$ cat src/rtl/apb_cfg_sequencer_if.sv
// APB master request port between apb_cfg_sequencer and the APB subsystem top.
interface apb_cfg_sequencer_if #(
  parameter int PDATA_WIDTH = 32,
  parameter int COEFF_WIDTH = 20,
  parameter int COMP        = 4,
  parameter int ADDR_WIDTH  = 8
);
  logic                   MTRANS;
  logic                   MWRITE;
  logic [COMP-1:0]        MSELx;
  logic [ADDR_WIDTH-1:0]  MADDR;
  logic [COEFF_WIDTH-1:0] MWDATA;
  logic [PDATA_WIDTH-1:0] MRDATA;

  modport master (output MTRANS, MWRITE, MSELx, MADDR, MWDATA, input MRDATA);
  modport slave  (input MTRANS, MWRITE, MSELx, MADDR, MWDATA, output MRDATA);
endinterface

$ cat src/rtl/apb_cfg_sequencer.sv
// Walks a {wr, sel, addr, data} list in a synchronous ROM and issues each entry on the APB master port.
// Define CFG_SEQ_READBACK_EN to follow every write with a readback compare (err/err_cnt live).
module apb_cfg_sequencer #(
  parameter int PDATA_WIDTH = 32,
  parameter int COEFF_WIDTH = 20,
  parameter int COMP        = 4,
  parameter int ADDR_WIDTH  = 8,
  parameter int LIST_DEPTH  = 256,
  parameter int XFER_CYC    = 3,
  localparam int LA = $clog2(LIST_DEPTH),
  localparam int EW = 1 + COMP + ADDR_WIDTH + COEFF_WIDTH
) (
  input  logic                   clk,
  input  logic                   rst_n,
  input  logic                   start,
  input  logic                   abort,
  output logic [LA-1:0]          rom_addr,
  input  logic [EW-1:0]          rom_data,
  apb_cfg_sequencer_if.master    apb,
  output logic                   busy,
  output logic                   done,
  output logic                   err,
  output logic [7:0]             err_cnt,
  output logic [LA:0]            entry_cnt,
  output logic [PDATA_WIDTH-1:0] last_rdata
);
  localparam int CW = $clog2(XFER_CYC);

  typedef enum logic [3:0] {
    IDLE, FETCH, DECODE, ISSUE, WAIT, RB_ISSUE, RB_WAIT, RB_CHECK, DONE
  } state_t;

  state_t state, state_nxt;

  logic [CW-1:0]          cnt;
  logic                   wr_q;
  logic [COMP-1:0]        sel_q;
  logic [ADDR_WIDTH-1:0]  addr_q;
  logic [COEFF_WIDTH-1:0] data_q;
  logic                   abort_seen;

  logic                   dec_wr;
  logic [COMP-1:0]        dec_sel;
  logic [ADDR_WIDTH-1:0]  dec_addr;
  logic [COEFF_WIDTH-1:0] dec_data;
  logic                   wait_done;
  logic                   last_entry;
  logic                   stop_after;
  logic                   entry_done;
  logic                   rb_wanted;

  assign dec_wr     = rom_data[EW-1];
  assign dec_sel    = rom_data[EW-2 -: COMP];
  assign dec_addr   = rom_data[COEFF_WIDTH +: ADDR_WIDTH];
  assign dec_data   = rom_data[COEFF_WIDTH-1:0];

  assign wait_done  = (cnt == '0);
  assign last_entry = (rom_addr == LA'(LIST_DEPTH - 1));
  // An abort arriving in the completing cycle itself still ends the run.
  assign stop_after = abort_seen | abort | last_entry;

  always_ff @(posedge clk or negedge rst_n) begin
    if (!rst_n) state <= IDLE;
    else        state <= state_nxt;
  end

  always_comb begin
    state_nxt = state;
    case (state)
      IDLE:     if (start) state_nxt = FETCH;
      FETCH:    state_nxt = DECODE;
      DECODE:   state_nxt = (dec_sel == '0) ? DONE : ISSUE;
      ISSUE:    state_nxt = WAIT;
      WAIT: begin
        if (wait_done) begin
          if (rb_wanted) state_nxt = RB_ISSUE;
          else           state_nxt = stop_after ? DONE : FETCH;
        end
      end
`ifdef CFG_SEQ_READBACK_EN
      RB_ISSUE: state_nxt = RB_WAIT;
      RB_WAIT:  if (wait_done) state_nxt = RB_CHECK;
      RB_CHECK: state_nxt = stop_after ? DONE : FETCH;
`endif
      DONE:     state_nxt = IDLE;
      default:  state_nxt = IDLE;
    endcase
  end

  always_comb begin
    apb.MTRANS = 1'b0;
    apb.MWRITE = 1'b0;
    apb.MSELx  = '0;
    busy       = 1'b1;
    done       = 1'b0;
    entry_done = 1'b0;
    case (state)
      IDLE: busy = 1'b0;
      ISSUE: begin
        apb.MTRANS = 1'b1;
        apb.MWRITE = wr_q;
        apb.MSELx  = sel_q;
      end
      WAIT: begin
        apb.MWRITE = wr_q;
        apb.MSELx  = sel_q;
        entry_done = wait_done & ~rb_wanted;
      end
      RB_ISSUE: begin
        apb.MTRANS = 1'b1;
        apb.MSELx  = sel_q;
      end
      RB_WAIT:  apb.MSELx = sel_q;
      RB_CHECK: entry_done = 1'b1;
      DONE: begin
        busy = 1'b0;
        done = 1'b1;
      end
      default: ;
    endcase
  end

  assign apb.MADDR  = addr_q;
  assign apb.MWDATA = data_q;

  // Transfer fields are latched once in DECODE and held through both the write and its readback.
  always_ff @(posedge clk or negedge rst_n) begin
    if (!rst_n) begin
      cnt        <= '0;
      wr_q       <= 1'b0;
      sel_q      <= '0;
      addr_q     <= '0;
      data_q     <= '0;
      rom_addr   <= '0;
      entry_cnt  <= '0;
      last_rdata <= '0;
      abort_seen <= 1'b0;
    end else begin
      if (state == ISSUE || state == RB_ISSUE) cnt <= CW'(XFER_CYC - 1);
      else if (!wait_done)                     cnt <= cnt - CW'(1);

      if (state == IDLE && start) begin
        rom_addr   <= '0;
        entry_cnt  <= '0;
        abort_seen <= 1'b0;
      end else if (entry_done) begin
        entry_cnt  <= entry_cnt + (LA+1)'(1);
        abort_seen <= 1'b0;
        if (!stop_after) rom_addr <= rom_addr + LA'(1);
      end else if (abort && busy) begin
        abort_seen <= 1'b1;
      end

      if (state == DECODE && dec_sel != '0) begin
        wr_q   <= dec_wr;
        sel_q  <= dec_sel;
        addr_q <= dec_addr;
        data_q <= dec_data;
      end

      if (state == WAIT && wait_done && !wr_q) last_rdata <= apb.MRDATA;
    end
  end

`ifdef CFG_SEQ_READBACK_EN
  logic [COEFF_WIDTH-1:0] rb_q;
  logic                   err_q;
  logic [7:0]             err_cnt_q;

  // MRDATA is only guaranteed in the final wait cycle, so the readback is captured there and compared next cycle.
  always_ff @(posedge clk or negedge rst_n) begin
    if (!rst_n) begin
      rb_q      <= '0;
      err_q     <= 1'b0;
      err_cnt_q <= '0;
    end else begin
      if (state == RB_WAIT && wait_done) rb_q <= apb.MRDATA[COEFF_WIDTH-1:0];
      if (state == IDLE && start) begin
        err_q     <= 1'b0;
        err_cnt_q <= '0;
      end else if (state == RB_CHECK && rb_q != data_q) begin
        err_q <= 1'b1;
        if (err_cnt_q != 8'hFF) err_cnt_q <= err_cnt_q + 8'd1;
      end
    end
  end

  assign err       = err_q;
  assign err_cnt   = err_cnt_q;
  assign rb_wanted = wr_q;
`else
  assign err       = 1'b0;
  assign err_cnt   = '0;
  assign rb_wanted = 1'b0;
`endif

endmodule

$ cat src/flat_wrapper.sv
// flat-port wrapper written by rule: the top's interface ports become plain ports
module apb_cfg_sequencer_flat 
#(
  parameter int PDATA_WIDTH = 32,
  parameter int COEFF_WIDTH = 20,
  parameter int COMP        = 4,
  parameter int ADDR_WIDTH  = 8,
  parameter int LIST_DEPTH  = 256,
  parameter int XFER_CYC    = 3,
  localparam int LA = $clog2(LIST_DEPTH),
  localparam int EW = 1 + COMP + ADDR_WIDTH + COEFF_WIDTH
)
  (clk, rst_n, start, abort, rom_addr, rom_data, busy, done, err, err_cnt, entry_cnt, last_rdata, apb_MTRANS, apb_MWRITE, apb_MSELx, apb_MADDR, apb_MWDATA, apb_MRDATA);
  apb_cfg_sequencer_if #(.PDATA_WIDTH(PDATA_WIDTH), .COEFF_WIDTH(COEFF_WIDTH), .COMP(COMP), .ADDR_WIDTH(ADDR_WIDTH)) apb_i ();
  input  logic clk;
  input  logic rst_n;
  input  logic start;
  input  logic abort;
  output logic [LA-1:0] rom_addr;
  input  logic [EW-1:0] rom_data;
  output logic busy;
  output logic done;
  output logic err;
  output logic [7:0] err_cnt;
  output logic [LA:0] entry_cnt;
  output logic [PDATA_WIDTH-1:0] last_rdata;
  output wire logic [$bits(apb_i.MTRANS)-1:0] apb_MTRANS;
  output wire logic [$bits(apb_i.MWRITE)-1:0] apb_MWRITE;
  output wire logic [$bits(apb_i.MSELx)-1:0] apb_MSELx;
  output wire logic [$bits(apb_i.MADDR)-1:0] apb_MADDR;
  output wire logic [$bits(apb_i.MWDATA)-1:0] apb_MWDATA;
  input wire logic [$bits(apb_i.MRDATA)-1:0] apb_MRDATA;
  assign apb_MTRANS = apb_i.MTRANS;
  assign apb_MWRITE = apb_i.MWRITE;
  assign apb_MSELx = apb_i.MSELx;
  assign apb_MADDR = apb_i.MADDR;
  assign apb_MWDATA = apb_i.MWDATA;
  assign apb_i.MRDATA = apb_MRDATA;
  apb_cfg_sequencer #(.PDATA_WIDTH(PDATA_WIDTH), .COEFF_WIDTH(COEFF_WIDTH), .COMP(COMP), .ADDR_WIDTH(ADDR_WIDTH), .LIST_DEPTH(LIST_DEPTH), .XFER_CYC(XFER_CYC)) u_core (.clk(clk), .rst_n(rst_n), .start(start), .abort(abort), .rom_addr(rom_addr), .rom_data(rom_data), .apb(apb_i), .busy(busy), .done(done), .err(err), .err_cnt(err_cnt), .entry_cnt(entry_cnt), .last_rdata(last_rdata));
endmodule
$ cat config.mk
export PLATFORM = sky130hd
export DESIGN_NAME = apb_cfg_sequencer_flat
export DESIGN_NICKNAME = d
export VERILOG_FILES = /design/src/rtl/apb_cfg_sequencer_if.sv /design/src/rtl/apb_cfg_sequencer.sv /design/src/flat_wrapper.sv
export SDC_FILE = /design/constraint.sdc
export NUM_CORES = 1
export LEC_CHECK = 0
export ABC_AREA = 1
export CORE_ASPECT_RATIO = 0.7
export CORE_MARGIN = 1.5
export CORE_UTILIZATION = 40
export DETAILED_ROUTE_END_ITERATION = 10
export PLACE_DENSITY_LB_ADDON = 0.08
export REMOVE_ABC_BUFFERS = 1
export SLEW_MARGIN = 25
export SYNTH_ARGS = -nofsm -noshare
export SYNTH_HDL_FRONTEND = slang
export SYNTH_SLANG_ARGS = --single-unit
$ cat constraint.sdc
create_clock -name clk -period 3.85 [get_ports clk]
set_input_delay 0.5775 -clock clk [delete_from_list [all_inputs] [get_ports clk]]
set_output_delay 0.5775 -clock clk [all_outputs]
set_load 0.01 [all_outputs]
# Word-level counts from Yosys, hierarchy flattened
# Cells that the tools add are included.
[word_totals]
regBits = 89
elab_cells = 68
output_inout_bits = 94
[classes]
eq_ne = 13
muxes = 21
addsub = 3
n_reduce_logical = 19
n_bitwise = 2
[ops]
columns = ["cell", "count"]
rows = [
  ["2-to-1 mux 8 bit", 3],
  ["2-to-1 mux 4 bit", 5],
  ["one-hot mux 4 bit (5 select lines)", 1],
  ["2-to-1 mux 9 bit", 2],
  ["== test 4 x 3 -> 1 bit, second input constant", 4],
  ["adder 9 x 1 -> 9 bit, second input constant", 1],
  ["adder 8 x 1 -> 8 bit, second input constant", 1],
  ["== test 4 x 2 -> 1 bit, second input constant", 2],
  ["== test 8 bit, second input constant", 1],
  ["logical NOT 4 bit", 2],
  ["2-to-1 mux 1 bit", 7],
  ["!= test 2 bit, second input constant", 3],
  ["OR reduction 2 bit", 3],
  ["logical AND 1 bit", 5],
  ["== test 4 x 1 -> 1 bit, second input constant", 1],
  ["== test 4 bit, second input constant", 1],
  ["2-to-1 mux 2 bit", 2],
  ["AND reduction 2 bit", 2],
  ["nonzero test 4 bit", 1],
  ["OR reduction 4 bit", 1],
  ["nonzero test 3 bit", 1],
  ["logical NOT 2 bit", 1],
  ["!= test 2 x 1 -> 1 bit, second input constant", 1],
  ["OR 1 bit", 2],
  ["5 further kinds", 5],
]

# Logic depth before layout (Yosys ltp)
# Gate-level depths: netlist of run 1.
[logic_depth]
depth_word = 7
mapped_depth = 10
depth_no_buf = 9

# Worst setup path before layout of run 1
# OpenSTA, ideal clock, no wires.
[synth_path]
path_type = "register to output"
startpoint = "register u_core.state[3]"
endpoint = "output port apb_MSELx[0]"
setup_slack_ns = 2.138
arrival_ns = 1.134
required_time_ns = 3.273
path_stages_with_launch = 8
path_cell_list = "dfrtp_1 -> nor2_4 -> inv_2 -> nor2_1 -> inv_1 -> o21ai_0 -> inv_1 -> nor2_1"
[synth_via]
elab_chain_cells = 3
word_cells_on_any_way = 6
cone_classes = "eq/ne: 4; mux: 1; reduce/logical: 1"
[synth_lines]
columns = ["item", "line", "rtl"]
rows = [
  ["start, declared", "apb_cfg_sequencer.sv:33", "state_t state, state_nxt;"],
  ["start signal, assigned", "apb_cfg_sequencer.sv:64", "else state <= state_nxt;"],
  ["== test 4 x 3 -> 1 bit / == test 4 x 2 -> 1 bit (equally long branches)", "apb_cfg_sequencer.sv:97", "case (state)"],
  ["OR reduction 4 bit (no source line) *", "n/a", ""],
  ["2-to-1 mux 4 bit *", "apb_cfg_sequencer.sv:97", ""],
  ["end, declared", "flat_wrapper.sv:29", "output wire logic [$bits(apb_i.MSELx)-1:0] apb_MSELx;"],
]
# Mark *: on every way between the ends. The rest lies on a longest branch, timed or not.

# Final worst setup path of run 1
[layout_path]
startpoint = "register u_core.state[3]"
endpoint = "output port apb_MSELx[2]"
# The elaborated chain is that of the path after synthesis.

==> results of run 1 <==
sequential cells by signal, summed over array words and instances, names as in the netlist:
| name | count |
|---|---|
| u_core.abort_seen | 1 |
| u_core.apb.MADDR | 8 |
| u_core.apb.MWDATA | 20 |
| u_core.cnt | 2 |
| u_core.entry_cnt | 9 |
| u_core.last_rdata | 32 |
| u_core.rom_addr | 8 |
| u_core.sel_q | 4 |
| u_core.state | 4 |
| u_core.wr_q | 1 |
through the flow:
step | worst slack [ns] | hold slack [ns] | utilization (%) | cells | cell area [um^2]
2_1_floorplan | 1.25 | 0.282 | - | 468 | 4180
3_3_place_gp | 1.28 | 0.455 | 56.4 | 758 | 5910
3_5_place_dp | 1.24 | 0.460 | 56.4 | 758 | 5910
4_1_cts | 1.12 | 0.181 | 58.8 | 771 | 6160
5_1_grt | 0.978 | 0.192 | 59.0 | 772 | 6180
6_report | 1.11 | 0.173 | 59.0 | 772 | 6180
report_power, final:
part           total [W]  internal [W]  switching (W)
logic            0.00210       0.00106        0.00104
registers        0.00160       0.00134       0.000268
clock network   0.000778      0.000443       0.000335
final timing paths:
check | slack [ns] | startpoint | endpoint
setup / recovery | 1.11 | u_core.state[3] | apb_MSELx[2]
setup reg to reg | 1.60 | u_core.state[3] | u_core.wr_q
hold reg to reg | 0.47 | u_core.apb.MWDATA[7] | u_core.apb.MWDATA[7]
max in group asynchronous | 2.88 | rst_n | u_core.last_rdata[7]
min in group clk | 0.47 | u_core.apb.MWDATA[7] | u_core.apb.MWDATA[7]
hold / removal | 0.17 | rst_n | u_core.apb.MWDATA[12]
metal layers:
layer / vias to the layer above / track usage, % / part of all wire [%]
met4: 0 / 4.87 / 0.98
met2: 114 / 29.8 / 45
met3: 10 / 8.65 / 9.0
met1: 1700 / 24.1 / 45
li1: 1793 / - / -
met5: - / 0 / 0
logic make-up after synthesis:
logic type,synth area share (%)
AO/OA/AOI/OAI,10.5
XOR/XNOR,1.20
adder cells (fa/ha/maj),0.860
buffers and inverters,10.8
flip-flops,51.0
other,0.0860
AND/OR/NAND/NOR,25.6
synthesized netlist by cell type:
library cell	count	share of area, %
nor2_4	3	0.77
xnor2_1	1	0.20
o21ai_1	4	0.46
inv_2	3	0.26
o211ai_1	1	0.17
nor3_1	2	0.23
nor2_2	2	0.29
nand2_2	32	4.6
conb_1	1	0.086
inv_1	64	5.5
buf_6	8	2.1
buf_8	1	0.34
nand2b_1	1	0.14
nand3_2	1	0.23
nand3_1	41	4.7
nand3b_1	1	0.17
nor2_1	22	1.9
nand2_1	122	10
buf_4	10	1.7
dfrtp_1	89	51
ha_1	3	0.86
nand4_1	4	0.57
buf_2	6	0.69
o31ai_1	1	0.17
clkbuf_1	2	0.17
nand2_4	1	0.26
o21ai_0	4	0.46
a21oi_1	6	0.69
nand3_4	3	1.2
o21bai_1	3	0.52
o21ai_2	40	8.0
xor2_1	5	1.0
area by class of cell:
cell class              instances  area [um^2]  share of cell area [%]
well taps                     132          165                    2.67
clock inverters                 1         5.00                  0.0810
multi-input cells             312         1700                    27.5
inverters                      67          251                    4.07
repair buffers                159         1590                    25.7
clock buffers                  12          246                    3.99
flip-flops and latches         89         2230                    36.0
==> results.toml, run 1 <==
[placement]
io_buffers = 153
hpwlAfterDp_mm = 7.45
gp_congestion = 0.807

[setup_path]
cp_num_cells = 8
rr_worst_depth = 8
max_stage_delay_ns = 0.54
cp-start-kind = "register"
cp_top_family = "buffers and inverters"
cpMaxStageDelayCell = "clkdlybuf4s50_1"
cp_cell_sequence = "nor2_4 -> inv_2 -> nor2_1 -> inv_1 -> o21ai_0 -> inv_1 -> nor2_1 -> clkdlybuf4s50_1"
crit_required_ns = 3.27
worstPathArrival_ns = 2.16
path_class = "reg2out"
critPathMaxFanout = 4
critical_path.n_buffers_inverters = 4
worstSetupEndpointType = "output pin"

[yosys]
syn_avg_cell_area_um2 = 8.96
yosys_warnings = 0
seq_area_frac_synth_pct = 51.0
syn_area_um2 = 4360
ys_ff_latch = 89
synth_cell_types = 32
synthCells = 487

[die]
die_x_um = 128
row_count = 31
dieArea_um2 = 11600
core_um2 = 10500
start_util_pct = 41.7
io_pins = 163
chipHeight_um = 90.4

[clock_tree]
cts_tree = "built"
clock_latency_ns = 0.34
h-tree-depth = 3
clk_path_buf_depth = 2
root_buffer = "clkbuf_16"
path_clk_slew_ns = 0.06
cts_hold_buf = 0
cts_setup_buffers = 0
cts.sinks = 89
cts_inserted_buffers = 9
cts_resized = 0

[global_route]
grt_pass1_vias = 3645
grtUsageTotal_pct = 19.1
grt_max_degree = 65
grt_pass1_wl_mm = 17.6
overflow = 0
antenna_found_initial = 0

[worst_hold_path]
hold_class = "in2async"

[timing]
drv_slew = 0
setup_viol = 0
rsz0062_at_grt = "false"
maxSlewHeadroom_pct = 55.2
finalHoldViolCount = 0
timing.final.crit_share_pct = 71.1
worst_pin_slew_ns = 0.670
tns_ns = 0
fmax_ghz = 0.365
finClkSkew_ns = 0.00869
period_needed_ns = 2.74

[finish]
final_cell_mix = "clkdlybuf4s50_1 (152), nand2_1 (122), dfrtp_1 (89)"
drive_above_1_share_pct = 16.1
mostFrequentLayoutCell = "clkdlybuf4s50_1"
fillCellCount = 941
fin_nets = 710
diodes = 0
area_delta_synth_final_pct = 41.6

[power]
ir_drop_v = 0.000429
p_per_area_nw_per_um2 = 725
p_leak_nw = 2.98
power.total_w = 0.00448

[route]
routedWlPerCell_um = 13.4
dr.pass1.iters = 4
viasPerCell = 4.69
drt_iter0_markers = 212
drc = 0
antenna_left = 0
num_vias = 3617
wl_mm = 10.4

[job]
drv_cap = 0

[run_status]
status = "finished clean"
Power figures use the tool's default switching activity.
==> inputs of run 2 (changes only) <==
==> constraint.sdc (replaced) <==
create_clock -name clk -period 2.2 [get_ports clk]
set_input_delay 0.33 -clock clk [delete_from_list [all_inputs] [get_ports clk]]
set_output_delay 0.33 -clock clk [all_outputs]
set_load 0.01 [all_outputs]
==> run 2 against run 1 <==
Worst setup slack worse by 0.94 ns; highest routed layer unchanged; total power up 80%; largest power group unchanged; final area up 1.9%; clock skew up 0.0017 ns.
==> results.toml, run 2 (same netlist as run 1, synthesis figures left out) <==
[clock_tree]
path_clk_slew_ns = 0.06
cts_inserted_buffers = 9
clock_latency_ns = 0.34
root_buffer = "clkbuf_16"
h-tree-depth = 3
clk_path_buf_depth = 2
cts.sinks = 89
cts_tree = "built"

[timing]
timing.final.crit_share_pct = 92.1
maxSlewHeadroom_pct = 64.9
period_needed_ns = 2.03
fin_ws_ns = 0.174
drv_slew = 0
setup_viol = 0
fmax_ghz = 0.494
tns_ns = 0
rsz0062_at_grt = "false"
finalHoldViolCount = 0
worst_pin_slew_ns = 0.526
finClkSkew_ns = 0.0104

[finish]
largest_register = "u_core.last_rdata"
final_util_pct = 60.1
fin_nets = 716
final_cell_area_um2 = 6300
instances_no_fill = 781
largest_register_ffs = 32
final_cell_mix = "clkdlybuf4s50_1 (146), nand2_1 (122), dfrtp_1 (88)"
mostFrequentLayoutCell = "clkdlybuf4s50_1"
diodes = 0
drive_above_1_share_pct = 18.0
area_delta_synth_final_pct = 44.3

[route]
antenna_left = 0
dr.pass1.iters = 4
viasPerCell = 4.60
drc = 0
routedWlPerCell_um = 13.0
drt_iter0_markers = 167
num_vias = 3594
wl_mm = 10.1

[global_route]
grt_pass1_vias = 3456
grt_max_degree = 51
grtUsageTotal_pct = 18.5
overflow = 0
antenna_found_initial = 0
grt_pass1_wl_mm = 17.0

[power]
p_per_area_nw_per_um2 = 1280
p_leak_nw = 3.06
ir_drop_v = 0.000631

[die]
core_um2 = 10500
start_util_pct = 41.7
dieArea_um2 = 11600
io_pins = 163
die_x_um = 128
row_count = 31
chipHeight_um = 90.4

[setup_path]
rr_worst_depth = 8
path_class = "reg2out"
worstPathArrival_ns = 1.70
worstSetupEndpointType = "output pin"
cp-start-kind = "register"
critPathMaxFanout = 3
crit_required_ns = 1.87

[placement]
gp_congestion = 0.764
hpwlAfterDp_mm = 7.31
dpl_cell_area_um2 = 5960
dp_cells = 760
dp_slack_ns = 0.0648
io_buffers = 153

[worst_hold_path]
hold_depth = 2
hold_class = "reg2reg"

[run_status]
status = "finished clean"

[job]
drv_cap = 0
run 2: cell count changes in the layout (fill, tap and decap cells not counted), sizes merged, moves of 2 or more:
| cell | delta |
|---|---|
| dlygate4sd2 | +2 |
| clkbuf | +3 |
| buf | +5 |
| clkdlybuf4s50 | -6 |
run 2: area by class of cell:
type                       count  area [um^2]
tap                          132          165
inverter                      67          251
fill                         922         4180
clock inverter                 4         51.3
timing repair buffer         165         1640
sequential                    89         2230
clock buffer                  12          256
multi-input combinational    312         1700
run 2: stage by stage:
stage	power, W	hold slack [ns]
finish	0.00808	0.472
global route	0.00867	0.490
CTS	0.00815	0.474
detailed placement	0.00652	0.350
global placement	0.00643	0.353
floorplan	0.00461	0.0344
run 2: layer usage:
layer / up-vias / share of wire, % / track usage (%)
met5: - / 0 / 0
met4: 0 / 1.8 / 6.18
met1: 1648 / 46 / 24.8
met3: 16 / 9.8 / 8.53
met2: 125 / 43 / 26.4
li1: 1805 / - / -
run 2: path summary, 6_finish.rpt:
kind                                       start                    end  slack (ns)
hold / removal             u_core.apb.MWDATA[18]  u_core.apb.MWDATA[18]        0.47
max in group asynchronous                  rst_n        u_core.state[3]        1.01
hold reg to reg            u_core.apb.MWDATA[18]  u_core.apb.MWDATA[18]        0.47
setup reg to reg                 u_core.state[1]   u_core.last_rdata[1]        0.57
min in group asynchronous                  rst_n  u_core.apb.MWDATA[19]        0.50
setup / recovery                 u_core.state[3]           apb_MSELx[3]        0.17
run 2: what timing repair did:
| item | CTS | global route |
|---|---|---|
| endpoints found under the setup margin | 6 | 5 |
| hold buffers | 1 | 0 |
| setup buffers | 2 | 2 |
| resized for setup | 8 | 6 |
| pin swaps | 1 | 2 |
| endpoints found under the hold margin | 39 | 0 |
run 2: power by group:
part / total [W] / switching (W) / internal [W]
combinational: 0.00372 / 0.00181 / 0.00190
clock: 0.00157 / 0.000624 / 0.000943
sequential: 0.00279 / 0.000455 / 0.00234
total: 0.00808 / 0.00289 / 0.00519
run 2: worst max-delay path, cell delays in order, from the launching register on:
cell and delay [ns]:
dfrtp_2 0.45, nor2_4 0.11, inv_2 0.06, nor2_2 0.10, inv_1 0.09, o21ai_0 0.10
inv_1 0.09, buf_4 0.15, nor2_1 0.10, clkbuf_2 0.14
